### config.mk
export PLATFORM = sky130hd
export DESIGN_NAME = vector_alu_seq
export DESIGN_NICKNAME = d
export VERILOG_FILES = /design/src/rtl/vec_alu_pkg.sv /design/src/rtl/vec_lane_alu.sv /design/src/rtl/vector_alu_seq.sv
export SDC_FILE = /design/constraint.sdc
export NUM_CORES = 2
export LEC_CHECK = 0
export CAP_MARGIN = 15
export CORE_AREA = 2 2 600 602
export CTS_CLUSTER_SIZE = 28
export DETAILED_ROUTE_END_ITERATION = 16
export DIE_AREA = 0 0 602 604
export DONT_BUFFER_PORTS = 1
export GPL_ROUTABILITY_DRIVEN = 0
export GPL_TIMING_DRIVEN = 1
export PLACE_DENSITY = 0.33
export SLEW_MARGIN = 20
export SYNTH_ARGS = -nofsm -noshare
export SYNTH_HDL_FRONTEND = slang
export SYNTH_HIERARCHICAL = 1
export SYNTH_SLANG_ARGS = --single-unit
### constraint.sdc
create_clock -name clk -period 7.9 [get_ports clk]
set_input_delay 1.58 -clock clk [delete_from_list [all_inputs] [get_ports clk]]
set_output_delay 1.58 -clock clk [all_outputs]
set_load 0.03 [all_outputs]
### src/rtl/vec_alu_pkg.sv
// Shared types and helpers for the time-multiplexed vector ALU.
// Saturating arithmetic is enabled by defining VEC_ALU_SAT_EN.
package vec_alu_pkg;

    typedef enum logic [2:0] {
        OP_ADD = 3'b000,
        OP_SUB = 3'b001,
        OP_MUL = 3'b010,
        OP_CMP = 3'b011,
        OP_AND = 3'b100,
        OP_OR  = 3'b101,
        OP_XOR = 3'b110,
        OP_NOT = 3'b111
    } op_e;

    typedef enum logic [1:0] {
        IDLE = 2'd0,
        RUN  = 2'd1,
        DONE = 2'd2
    } state_e;

    function automatic int beat_count(input int n, input int lanes);
        return n / lanes;
    endfunction

endpackage

### src/rtl/vec_lane_alu.sv
// Combinational single-lane signed ALU.
// Clamps ADD/SUB/MUL when VEC_ALU_SAT_EN is defined.
module vec_lane_alu
    import vec_alu_pkg::*;
#(
    parameter int BITS       = 8,
    parameter int MULT_SHIFT = 0
) (
    input  logic [BITS-1:0] a,
    input  logic [BITS-1:0] b,
    input  op_e             op,
    output logic [BITS-1:0] y,
    output logic            sat
);

`ifdef VEC_ALU_SAT_EN
    localparam bit SAT_EN = 1'b1;
`else
    localparam bit SAT_EN = 1'b0;
`endif

    localparam logic [BITS-1:0] MAXV = {1'b0, {(BITS-1){1'b1}}};
    localparam logic [BITS-1:0] MINV = {1'b1, {(BITS-1){1'b0}}};
    localparam logic [BITS-1:0] ONE  = {{(BITS-1){1'b0}}, 1'b1};

    logic signed [BITS:0]     sum;
    logic signed [BITS:0]     dif;
    logic signed [2*BITS-1:0] prod;
    logic signed [2*BITS-1:0] prod_sh;
    logic                     sum_ov;
    logic                     dif_ov;
    logic                     mul_ov;
    logic [BITS-1:0]          add_r;
    logic [BITS-1:0]          sub_r;
    logic [BITS-1:0]          mul_r;
    logic [BITS-1:0]          cmp_r;

    assign sum     = $signed({a[BITS-1], a}) + $signed({b[BITS-1], b});
    assign dif     = $signed({a[BITS-1], a}) - $signed({b[BITS-1], b});
    assign prod    = $signed(a) * $signed(b);
    assign prod_sh = prod >>> MULT_SHIFT;

    // Overflow: the kept sign bit disagrees with the discarded upper bits.
    assign sum_ov = sum[BITS] ^ sum[BITS-1];
    assign dif_ov = dif[BITS] ^ dif[BITS-1];
    assign mul_ov = !((&prod_sh[2*BITS-1:BITS-1]) ||
                      !(|prod_sh[2*BITS-1:BITS-1]));

    always_comb begin
        add_r = sum[BITS-1:0];
        sub_r = dif[BITS-1:0];
        mul_r = prod_sh[BITS-1:0];
        if (SAT_EN && sum_ov) add_r = sum[BITS] ? MINV : MAXV;
        if (SAT_EN && dif_ov) sub_r = dif[BITS] ? MINV : MAXV;
        if (SAT_EN && mul_ov) mul_r = prod_sh[2*BITS-1] ? MINV : MAXV;
    end

    always_comb begin
        cmp_r = ONE;
        if (sub_r == '0)        cmp_r = '0;
        else if (sub_r[BITS-1]) cmp_r = '1;
    end

    always_comb begin
        y   = '0;
        sat = 1'b0;
        unique case (op)
            OP_ADD: begin y = add_r; sat = SAT_EN && sum_ov; end
            OP_SUB: begin y = sub_r; sat = SAT_EN && dif_ov; end
            OP_MUL: begin y = mul_r; sat = SAT_EN && mul_ov; end
            OP_CMP: y = cmp_r;
            OP_AND: y = a & b;
            OP_OR:  y = a | b;
            OP_XOR: y = a ^ b;
            OP_NOT: y = ~a;
            default: y = '0;
        endcase
    end

endmodule

### src/rtl/vector_alu_seq.sv
// Vector ALU sequencing N elements through LANES lane ALUs per beat.
// Saturation (sat flag, clamping) is built in when VEC_ALU_SAT_EN is defined.
module vector_alu_seq
    import vec_alu_pkg::*;
#(
    parameter int BITS       = 8,
    parameter int N          = 64,
    parameter int LANES      = 8,
    parameter int MULT_SHIFT = 0
) (
    input  logic                     clk,
    input  logic                     rst_n,
    input  logic [N-1:0][BITS-1:0]   A,
    input  logic [N-1:0][BITS-1:0]   B,
    input  logic [BITS-1:0]          scalar,
    input  logic                     scalar_sel,
    input  logic [2:0]               op_sel,
    input  logic                     start,
    output logic                     busy,
    output logic                     done,
    output logic [N-1:0][BITS-1:0]   S,
    output logic [BITS-1:0]          red_out,
    output logic                     sat
);

    localparam int BEATS = beat_count(N, LANES);
    localparam int KW    = (BEATS > 1) ? $clog2(BEATS) : 1;

    generate
        if ((N % LANES) != 0 || LANES < 1 || LANES > N) begin : g_bad_cfg
            $error("vector_alu_seq: N must be a multiple of LANES");
        end
    endgenerate

    state_e state_q;
    state_e state_d;

    logic [KW-1:0]   k_q;
    op_e             op_q;
    logic            ssel_q;
    logic [BITS-1:0] scalar_q;
    logic [BITS-1:0] acc_q;
    logic            sat_q;

    logic [BEATS-1:0][LANES-1:0][BITS-1:0] s_q;
    logic [BEATS-1:0][LANES-1:0][BITS-1:0] a_v;
    logic [BEATS-1:0][LANES-1:0][BITS-1:0] b_v;

    logic [LANES-1:0][BITS-1:0] a_lane;
    logic [LANES-1:0][BITS-1:0] b_lane;
    logic [LANES-1:0][BITS-1:0] y_lane;
    logic [LANES-1:0]           sat_lane;
    logic [BITS-1:0]            beat_sum;

    assign a_v = A;
    assign b_v = B;

    always_comb begin
        for (int l = 0; l < LANES; l++) begin
            a_lane[l] = a_v[k_q][l];
            b_lane[l] = ssel_q ? scalar_q : b_v[k_q][l];
        end
    end

    generate
        for (genvar l = 0; l < LANES; l++) begin : g_lane
            vec_lane_alu #(
                .BITS       (BITS),
                .MULT_SHIFT (MULT_SHIFT)
            ) u_lane (
                .a   (a_lane[l]),
                .b   (b_lane[l]),
                .op  (op_q),
                .y   (y_lane[l]),
                .sat (sat_lane[l])
            );
        end
    endgenerate

    always_comb begin
        beat_sum = '0;
        for (int l = 0; l < LANES; l++) beat_sum = beat_sum + y_lane[l];
    end

    always_ff @(posedge clk or negedge rst_n) begin
        if (!rst_n) state_q <= IDLE;
        else        state_q <= state_d;
    end

    always_comb begin
        state_d = state_q;
        unique case (state_q)
            IDLE: if (start) state_d = RUN;
            RUN:  if (k_q == KW'(BEATS-1)) state_d = DONE;
            DONE: state_d = IDLE;
            default: state_d = IDLE;
        endcase
    end

    always_ff @(posedge clk or negedge rst_n) begin
        if (!rst_n) begin
            k_q      <= '0;
            op_q     <= OP_ADD;
            ssel_q   <= 1'b0;
            scalar_q <= '0;
            acc_q    <= '0;
            sat_q    <= 1'b0;
            s_q      <= '0;
        end else if (state_q == IDLE && start) begin
            k_q      <= '0;
            op_q     <= op_e'(op_sel);
            ssel_q   <= scalar_sel;
            scalar_q <= scalar;
            acc_q    <= '0;
            sat_q    <= 1'b0;
        end else if (state_q == RUN) begin
            s_q[k_q] <= y_lane;
            acc_q    <= acc_q + beat_sum;
            sat_q    <= sat_q | (|sat_lane);
            k_q      <= k_q + 1'b1;
        end
    end

    assign busy    = (state_q == RUN);
    assign done    = (state_q == DONE);
    assign S       = s_q;
    assign red_out = acc_q;
    assign sat     = sat_q;

endmodule

==> results_dict.tcl <==
set metrics [dict create \
    ys_seq_area_share_pct 28.72 \
    final-hold-violation-count 0 \
    rows 220 \
    ioPinCount 1562 \
    clockBufferDepth 4 \
    drc_errors 0 \
    timing_worst_slew_pin_value_ps 1400 \
    drt-initial-drc-count 2840 \
    slew_viol_final 0 \
    final.setup.tns_ps -2340 \
    syn_avg_cell_area_um2 11.00 \
    cpMaxStageDelayCell "fa_2" \
    antenna_found_initial 214 \
    violations "antenna violations, negative setup slack" \
    setup.worst_path.end_class "flop" \
    hold_class "in -> async" \
    synth_seq_cells 538 \
    cts_buffers 76 \
    setup_viol 4 \
    fin_area_um2 63670 \
    period_share_pct 109.8 \
    rsz0062_at_grt "yes" \
    syn-cell-area_um2 46870 \
    yosys.area.top_type "dfrtp_1" \
    worstSetupPathDepth 35 \
    grt_pass1_vias 40200 \
    relSlewSlack_pct 6.666 \
    drive_above_1_share_pct 41.96 \
    fin_hold_ws_ps 491.5 \
    cts_root_buffer "clkbuf_16" \
    syn_to_final_growth_pct 35.84 \
    grt_remaining_overflow 0 \
    outcome "finished with violations" \
    synth_fp_nets 5802 \
    fin_crit_ps 8676 \
    synthTopCellsByArea "dfrtp_1, mux4_2, mux2_2" \
    grt_usage_pct 16.87 \
    portBuffers 0 \
    reg2reg_slack_ps -780 \
    grt_pass1_wl_mm 407.1 \
    synth-edff-count 0 \
    grt_max_degree 539 \
    clk_pin_slew_ps 60 \
    cp-start-kind "flop" \
    r2r_start "k_q[0]" \
    dpl.hpwl_mm 264.4 \
    multiInputGateArea_um2 31710 \
    path_max_fanout 7 \
    yosysWarnings 6 \
    cts_sinks 538 \
    place_ws_ps -1755 \
    ant_nets 3 \
    required_ps 8540 \
    synth_ff_type "dfrtp_1" \
    worst_r2r_endpoint "red_out[7]" \
    worst_slack_ps -775.6 \
    worst-setup-path-type "reg -> reg" \
    tritoncts "done" \
    initial_utilization_pct 13.11 \
    routed_wl_mm 317.6 \
    postSynthCellCount 4260 \
    firstDrtPassIters 8 \
    htreeDepth 3 \
    synth_top_cell_area_share_pct 28.72 \
    fp.dieW_um 602 \
    viasPerCell 3.976 \
    drv_cap 0 \
    cpPeakStageDelay_ps 620 \
    finalNetCount 6520 \
    async_flop_share_pct 100.0 \
    regArea_um2 13490 \
    yosys.cell_types.count 91 \
    nFillCells 39540 \
    r2r_cells 35 \
    max_freq_ghz 0.1153 \
    wl_per_cell_um 31.69 \
    core-area_um2 357600 \
    dieArea_um2 363600 \
    die_y_um 604 \
    crit_buf_inv 11 \
    cp.arrival_ps 9310 \
    worst_clock_skew_ps 54.68 \
    crit_family "adder cells" \
    num_vias 39860 \
    clock_latency_ps 790 \
    dpl_cell_area_um2 58880 \
]
Yosys cell counts (all sizes together) (82+ instances only):
library cell  instances
o21ai               121
nor2                301
a21oi               132
inv                 469
dfrtp               538
ha                  346
nor2b                97
mux2                538
buf                 168
clkbuf               82
fa                  157
mux4                286
xnor2               187
nand2               235
per-stage QoR:
stage	util [%]	std cells
final	17.81	10020
after global routing	17.73	9917
after CTS	17.55	9784
after detailed placement	16.47	9590
after global placement	16.47	9590
after floorplan	-	4260
state kept, by name (all words and copies together) (netlist names):
name      count
S           512
red_out       8
sat           1
state_q       2
k_q           3
scalar_q      8
op_q          3
ssel_q        1
per-layer routing:
metal	vias up	track usage [%]	wire length, µm
met5	-	1.546	1304
met2	2082	27.56	149600
met4	96	4.829	8817
met1	20400	19.75	125800
li1	16780	-	-
met3	499	7.447	32050
worst max path at each step:
| stage | from | endpoint | slack (ps) |
|---|---|---|---|
| after floorplan | B[321] | red_out[7] | -480 |
| after global placement | B[124] | red_out[7] | -1820 |
| after detailed placement | B[124] | red_out[7] | -1760 |
| after CTS | k_q[0] | red_out[6] | -690 |
| after global routing | k_q[0] | red_out[7] | -970 |
| final | k_q[0] | red_out[7] | -780 |
cell families (layout without fill, tap and decap cells):
family / count (synthesis) / after routing / synth area share (%)
AND/OR/NAND/NOR: 795 / 795 / 7.904
AO/OA/AOI/OAI: 601 / 601 / 8.726
adder cells (fa/ha/maj): 511 / 511 / 16.11
multiplexers: 852 / 852 / 27.26
other: 8 / 232 / 0.06407
flip-flops: 538 / 538 / 28.72
buffers and inverters: 721 / 1487 / 6.724
XOR/XNOR: 234 / 234 / 4.484
repair_timing:
action / CTS / global route
endpoints found under the setup margin: 6 / 9
pin swaps: 91 / 50
cloned: 8 / 0
gates resized for setup: 160 / 72
buffers inserted: 68 / 24
hold buffers: 0 / 0
cell type report:
cell class	count	area share, %
Clock inverter	24	0.4343
Timing Repair Buffer	890	12.19
Sequential cell	538	21.18
Tap cell	4773	9.379
Antenna cell	224	0.8803
Inverter	471	2.790
Multi-Input combinational cell	3001	49.79
Clock buffer	102	3.344
cell usage in the layout, fill, tap and decap left out, types with 25 or more instances in the layout:
master and n:
a211oi_1 31, a211oi_2 39, a21oi_1 113, a22oi_2 25, buf_12 61, buf_4 805
clkbuf_16 77, dfrtp_1 531, diode_2 224, fa_1 141, ha_1 314, inv_1 410
inv_2 56, mux2_1 51, mux2_2 486, mux2i_1 28, mux4_2 286, nand2_1 233
nand2b_1 35, nor2_1 276, nor2b_1 78, nor3_1 26, o211ai_1 32, o21ai_0 105
xnor2_1 180, xor2_1 43
Power is not shown: default switching activity piles up to over one toggle a cycle in this logic, so the estimate is an artifact.
